### src/rtl/sr_pkg.sv
// Shared types and constants for the iterative right shifter.
package sr_pkg;

    typedef enum logic [1:0] {
        IDLE  = 2'd0,
        SHIFT = 2'd1,
        DONE  = 2'd2
    } sr_state_t;

    localparam logic SR_LOGICAL = 1'b0;
    localparam logic SR_ARITH   = 1'b1;

endpackage

### src/rtl/sr_step.sv
// Single-bit right shift of an N-bit word, fill bit supplied by the caller; purely combinational.
module sr_step #(
    parameter int N = 32
) (
    input  logic [N-1:0] i_data,
    input  logic         i_fill,
    output logic [N-1:0] o_data
);

    assign o_data = {i_fill, i_data[N-1:1]};

endmodule

### src/rtl/sr_iter.sv
// Iterative right shifter (logical/arithmetic), one bit per cycle; result after k edges past accept.
// Result is held in DONE until out_ready; requests accepted only in IDLE.
module sr_iter
    import sr_pkg::*;
#(
    parameter int N = 32
) (
    input  logic                 clk,
    input  logic                 rst_n,
    input  logic                 in_valid,
    output logic                 in_ready,
    input  logic [N-1:0]         in_data,
    input  logic [$clog2(N)-1:0] in_shamt,
    input  logic                 in_arith,
    output logic                 out_valid,
    input  logic                 out_ready,
    output logic [N-1:0]         out_data,
    output logic                 busy
);

    localparam int             CW      = $clog2(N);
    localparam logic [CW-1:0]  CNT_ONE = CW'(1);
    localparam logic [CW-1:0]  CNT_ZERO = '0;

    sr_state_t      r_state;
    logic [CW-1:0]  r_cnt;
    logic [N-1:0]   r_data;
    logic           r_arith;
    logic           w_fill;
    logic [N-1:0]   w_shifted;

    assign w_fill = (r_arith == SR_ARITH) ? r_data[N-1] : 1'b0;

    sr_step #(.N(N)) u_step (
        .i_data (r_data),
        .i_fill (w_fill),
        .o_data (w_shifted)
    );

    always_ff @(posedge clk or negedge rst_n) begin
        if (!rst_n) begin
            r_state <= IDLE;
            r_cnt   <= '0;
            r_data  <= '0;
            r_arith <= SR_LOGICAL;
        end else begin
            case (r_state)
                IDLE: begin
                    if (in_valid) begin
                        r_data  <= in_data;
                        r_arith <= in_arith;
                        r_cnt   <= in_shamt;
                        r_state <= (in_shamt == CNT_ZERO) ? DONE : SHIFT;
                    end
                end
                SHIFT: begin
                    r_data <= w_shifted;
                    r_cnt  <= r_cnt - CNT_ONE;
                    // Counter still holds the pending shift count, so 1 means this is the last one.
                    if (r_cnt == CNT_ONE) begin
                        r_state <= DONE;
                    end
                end
                DONE: begin
                    if (out_ready) begin
                        r_state <= IDLE;
                    end
                end
                default: r_state <= IDLE;
            endcase
        end
    end

    assign in_ready  = (r_state == IDLE);
    assign out_valid = (r_state == DONE);
    assign busy      = (r_state != IDLE);
    assign out_data  = r_data;

endmodule

### config.mk
export PLATFORM = sky130hd
export DESIGN_NAME = sr_iter
export DESIGN_NICKNAME = d
export VERILOG_FILES = /design/src/rtl/sr_pkg.sv /design/src/rtl/sr_step.sv /design/src/rtl/sr_iter.sv
export SDC_FILE = /design/constraint.sdc
export NUM_CORES = 1
export LEC_CHECK = 0
export BUFFER_PORTS_ARGS = -buffer_cell sky130_fd_sc_hd__buf_4
export CAP_MARGIN = 10
export CORE_MARGIN = 2
export CORE_UTILIZATION = 46
export CTS_BUF_LIST = sky130_fd_sc_hd__clkbuf_2
export DETAILED_ROUTE_END_ITERATION = 10
export PLACE_DENSITY = 0.79
export SETUP_SLACK_MARGIN = 0.05
export SLEW_MARGIN = 20
export SYNTH_ARGS = -nofsm -noshare
export SYNTH_HDL_FRONTEND = slang
export SYNTH_SLANG_ARGS = --single-unit
### constraint.sdc
create_clock -name clk -period 1.4 [get_ports clk]
set_input_delay 0.21 -clock clk [delete_from_list [all_inputs] [get_ports clk]]
set_output_delay 0.21 -clock clk [all_outputs]
set_load 0.02 [all_outputs]
# Word-level counts from Yosys, hierarchy flattened
# Index checks and enable logic that the tools add are counted.
dict set report classes {
  reduce_logical 8
  add_sub_neg 1
  muxes 10
  n_eq_ne 7
}
# cell count
set ops {}
lappend ops {{$pmux 32 s2} 1}
lappend ops {{$mux 32} 1}
lappend ops {{$pmux 5 s2} 1}
lappend ops {{$mux 2} 4}
lappend ops {{$ne 2x2->1 const B} 3}
lappend ops {{$pmux 2 s3} 1}
lappend ops {{$reduce_and 3->1} 2}
lappend ops {{$eq 5x1->1 const B} 1}
lappend ops {{$logic_not 5->1} 1}
lappend ops {{$mux 5} 1}
lappend ops {{$sub 5x1->5 const B} 1}
lappend ops {{$reduce_and 2->1} 2}
lappend ops {{$reduce_bool 2->1} 2}
lappend ops {{$eq 2x1->1 const B} 1}
lappend ops {{$eq 2x2->1 const B} 1}
lappend ops {{$logic_not 2->1} 1}
lappend ops {{$ne 2x1->1 const B} 1}
lappend ops {{$mux 1} 1}
dict set report totals {
  out_inout_bits 35
  word_cells 31
  register_bits 40
  in_bits 42
}

# Logic depth before layout (Yosys ltp)
dict set report logic_depth {
  depth_word 4
  ltp_mapped 6
  mapped_depth_nobuf 5
}

# Modules after synthesis
# From an unflattened synthesis, not the netlist that was laid out.
dict set report unflattened {
  hier_cells 228
  area_unflattened_um2 2273.4
}
# mod area_each_um2 seq_area_each_um2 instances cells_each
set by_module_without_submodules {}
lappend by_module_without_submodules {sr_iter 2033.2 1001.0 1 196}
lappend by_module_without_submodules {sr_step 240.2 0.0 1 32}

# Least setup slack after synthesis
# OpenSTA, ideal clock, no wires.
dict set report synth_timing {
  path_kind {register to register}
  from {reg r_cnt[0]}
  to {reg r_cnt[4]}
  stages_incl_launch_ff 6
  t_required_ns 1.329
  t_arrival_ns 1.344
  period_less_slack_ns 1.415
  path_buffers 0
  setup_ns 0.071
  setup_slack_ns -0.015
  cell_sequence {dfrtp_1 > inv_1 > ha_1 > or3b_1 > or3_1 > nand4_1}
}
dict set report synth_between {
  elab_chain_cells 2
}
# item line
set synth_rtl {}
lappend synth_rtl {{from (decl)} sr_iter.sv:26} ;# logic [CW-1:0] r_cnt;
lappend synth_rtl {{from (signal assigned)} sr_iter.sv:52} ;# r_cnt <= in_shamt;
lappend synth_rtl {{from (signal assigned)} sr_iter.sv:58} ;# r_cnt <= r_cnt - CNT_ONE;
lappend synth_rtl {{$sub 5x1->5} sr_iter.sv:58}
lappend synth_rtl {{$pmux 5 s2} sr_iter.sv:47} ;# case (r_state)
# No other way between the ends.
# A chain may end at the register's enable or synchronous reset.

# Final worst setup path
dict set report layout_timing {
  from {reg r_state[1]}
  to {out busy}
}
dict set report layout_between {
  elab_chain_cells 1
}
# item line
set layout_rtl {}
lappend layout_rtl {{from (decl)} sr_iter.sv:25} ;# sr_state_t r_state;
lappend layout_rtl {{from (signal assigned)} sr_iter.sv:53} ;# r_state <= (in_shamt == CNT_ZERO) ? DONE : SHIFT;
lappend layout_rtl {{$reduce_bool 2->1} sr_iter.sv:76} ;# assign busy = (r_state != IDLE);
lappend layout_rtl {{to (decl)} sr_iter.sv:18} ;# output logic busy
# No other way between the ends.

==> metrics.md <==
| Metric | Value |
|---|---|
| Post-synth top area cell | dfrtp_1 |
| Area delta synth->final | 56.82% |
| Max Clock Freq | 651.4 MHz |
| Initial Util | 47.03% |
| Number of routed nets with antenna violations | 0 |
| Die footprint | 4936 um2 |
| Count of different cell masters after synthesis | 35 |
| RSZ-0062 raised after global routing | true |
| First-pass iteration count of the detailed router | 4 |
| Fin util | 73.75% |
| Dpl ws | -0.02776 ns |
| IO Count | 77 |
| Sw power | 3.578 mW |
| Maximum number of pins on one net before global-route repair | 41 |
| Via count | 1916 |
| Initial antenna violation count | 0 |
| Synthesized area | 2019 um2 |
| R2R Path Start | r_state[1] |
| Crit Path Max Fanout | 5 |
| Critical Path RT | 1.19 ns |
| Seq pwr share | 27.3% |
| DRT iter0 DRCs | 167 |
| Fin crit share | 109.7% |
| Setup slack, reg-to-reg | -0.13 ns |
| Die X | 70.26 um |
| Die Height | 70.26 um |
| Sink Count | 40 |
| H-tree depth | 2 |
| Clock Skew | 0.02989 ns |
| Internal power | 4.876 mW |
| Number of global-route vias before repair | 1932 |
| Gr ovfl total | 0 |
| Endpoint, Worst Hold | r_cnt[4] |
| Normalized max-slew margin | 66.09% |
| Maximum clock path buffer count | 2 |
| Failing checks | negative setup slack |
| Buffers on Ports | 76 |
| Worst-Margin Slew | 0.5087 ns |
| Asr flop ratio synth | 100.0% |
| Setup Viol. Count Final | 38 |
| Most frequent cell after synthesis | dfrtp_1 |
| Dominant cells by area after synthesis | dfrtp_1 50%, mux2i_1 15%, o21ai_1 8.2% |
| Clock share of power | 8.4% |
| Clk Latency, worst-skew pair | 0.40 ns |
| Synth top area share | 49.57% |
| Min Tclk post-route | 1.535 ns |
| Worst Setup End Kind | output pin |
| VDD IR-drop max | 1320 uV |
| TNS Setup | -2.569 ns |
| Worst hold stages | 3 |
| CP arrival | 1.33 ns |
| Hold crit path type | input port to register |
| Syn Nets | 246 |
| RD Place Congestion | 0.8527 |
| Sequential share of the synthesized area | 49.57% |
| Number of synthesized flops with an enable pin | 0 |
| Residual DRC count | 0 |
| Critical path class | register to output pin |
| Ys flop type | dfrtp_1 |
| WL/cell | 16.50 um |
| Final wirelength | 5858 um |
| Max Cap Viol | 0 |
| Ys Warns | 0 |
| CP Launch Type | register |
| Syn_area_per_cell | 9.997 um2 |
| Final instance area | 3167 um2 |
| PnR worst setup slack | -0.1352 ns |
| Slew Viols, Final | 0 |
| Area of placed instances | 2689 um2 |
| Cell area power density | 2670 nW/um2 |
| Leak pwr | 1.536 nW |
| CTS tree | built |
| Net Sw Frac | 42.32% |
| Seq cells post-synth | 40 |
| Hold violation count in the final report | 0 |
| Clock transition at the registers of the reported paths | 0.23 ns |
| Via/cell ratio | 5.397 |
| R2R cell count | 6 |
| Root Buffer | clkbuf_2 |
| Post-DP HPWL | 3398 um |
| Status | finished with violations |
| Hold WS | 0.04475 ns |
| # nets final | 346 |
| Num CTS Buffers | 5 |
| CORE AREA | 4294 um2 |
| Syn Inst Count | 202 |
| Top cells by count, synth | 40 x dfrtp_1, 35 x nand2_1, 33 x o21ai_1 |
| Number of antenna diodes | 0 |
| FP Rows | 24 |
| Hold_sp | in_shamt[4] |
| GRT Util Overall | 22.71% |
| Layout cells sized above 1 | 45.87% |
| Critical R2R Capture | out_data[16] |
| First-pass GRT wire length | 8990 um |
| Combinational share of power | 64.3% |
-- power by group through the flow --
stage / Sequential [mW] / Combinational [mW] / Clock [mW]
finish: 2.31 / 5.44 / 0.709
global route: 2.38 / 5.83 / 0.764
CTS: 2.25 / 5.31 / 0.708
detailed placement: 2.27 / 4.11 / 0
global placement: 2.26 / 3.99 / 0
floorplan: 2.73 / 2.13 / 0
-- metal layers --
layer,GRT usage (%),share of wire (%),up-vias
li1,-,-,897
met1,28.91,41,940
met2,38.26,52,70
met3,4.185,5.8,9
met4,8.761,1.4,0
met5,0,0,-
-- layout by cell type, fill, tap and decap left out, drive strengths merged, types with 2 or more instances in the layout --
cell type,n
o211ai,2
dfrtp,40
a21oi,5
nor2,4
nor3b,3
ha,2
nand3b,2
o21ai,33
nand2,35
mux2i,31
nand3,3
inv,6
or3,4
dlygate4sd3,2
buf,105
clkbuf,6
and2b,2
-- area by class of cell --
| cell class | instances | area (um2) |
|---|---|---|
| Fill cell | 308 | 1127 |
| Multi-Input combinational cell | 141 | 1018 |
| Sequential cell | 40 | 1002 |
| Timing Repair Buffer | 108 | 991.0 |
| Tap cell | 52 | 65.06 |
| Clock inverter | 3 | 42.54 |
| Clock buffer | 5 | 25.02 |
| Inverter | 6 | 22.52 |
-- cell families after synthesis --
group / Yosys count / share of synthesized area, %
multiplexers: 32 / 15.92
AO/OA/AOI/OAI: 47 / 12.89
buffers and inverters: 21 / 5.823
adder cells (fa/ha/maj): 2 / 1.239
AND/OR/NAND/NOR: 60 / 14.56
flip-flops: 40 / 49.57
-- critical path: stages, from the launching register on --
cell     delay (ns)
dfrtp_1        0.46
buf_6          0.15
nor2_4         0.14
inv_2          0.05
buf_6          0.12
-- sequential cells by signal (all words and copies together) (netlist names) --
register and cells:
out_data 32, r_state 2, r_arith 1, r_cnt 5
-- worst max-delay path by stage --
| stage | from | to | slack, ns | cells after the start |
|---|---|---|---|---|
| after CTS | r_state[1] | busy | -0.12 | 4 |
| after floorplan | r_cnt[0] | r_cnt[4] | -0.01 | 5 |
| after detailed placement | r_cnt[1] | r_cnt[4] | -0.03 | 5 |
| after global routing | r_state[1] | out_data[21] | -0.18 | 6 |
| final | r_state[1] | busy | -0.14 | 4 |
| after global placement | r_cnt[1] | r_cnt[4] | -0.009 | 5 |
-- what timing repair did --
| action | 4_1_cts | 5_1_grt |
|---|---|---|
| hold buffers | 2 | 0 |
| endpoints found under the hold margin | 41 | 0 |
| buffers inserted | 13 | 4 |
| endpoints found under the setup margin | 36 | 41 |
| resized for setup | 28 | 23 |
| pin swaps | 6 | 8 |
| gates cloned | 5 | 1 |
-- metrics by stage --
step | std cells | power (mW)
floorplan | 202 | 4.858
global placement | 326 | 6.254
detailed placement | 326 | 6.382
CTS | 354 | 8.259
global route | 355 | 8.977
finish | 355 | 8.455
(Power assumes the default switching activity.)
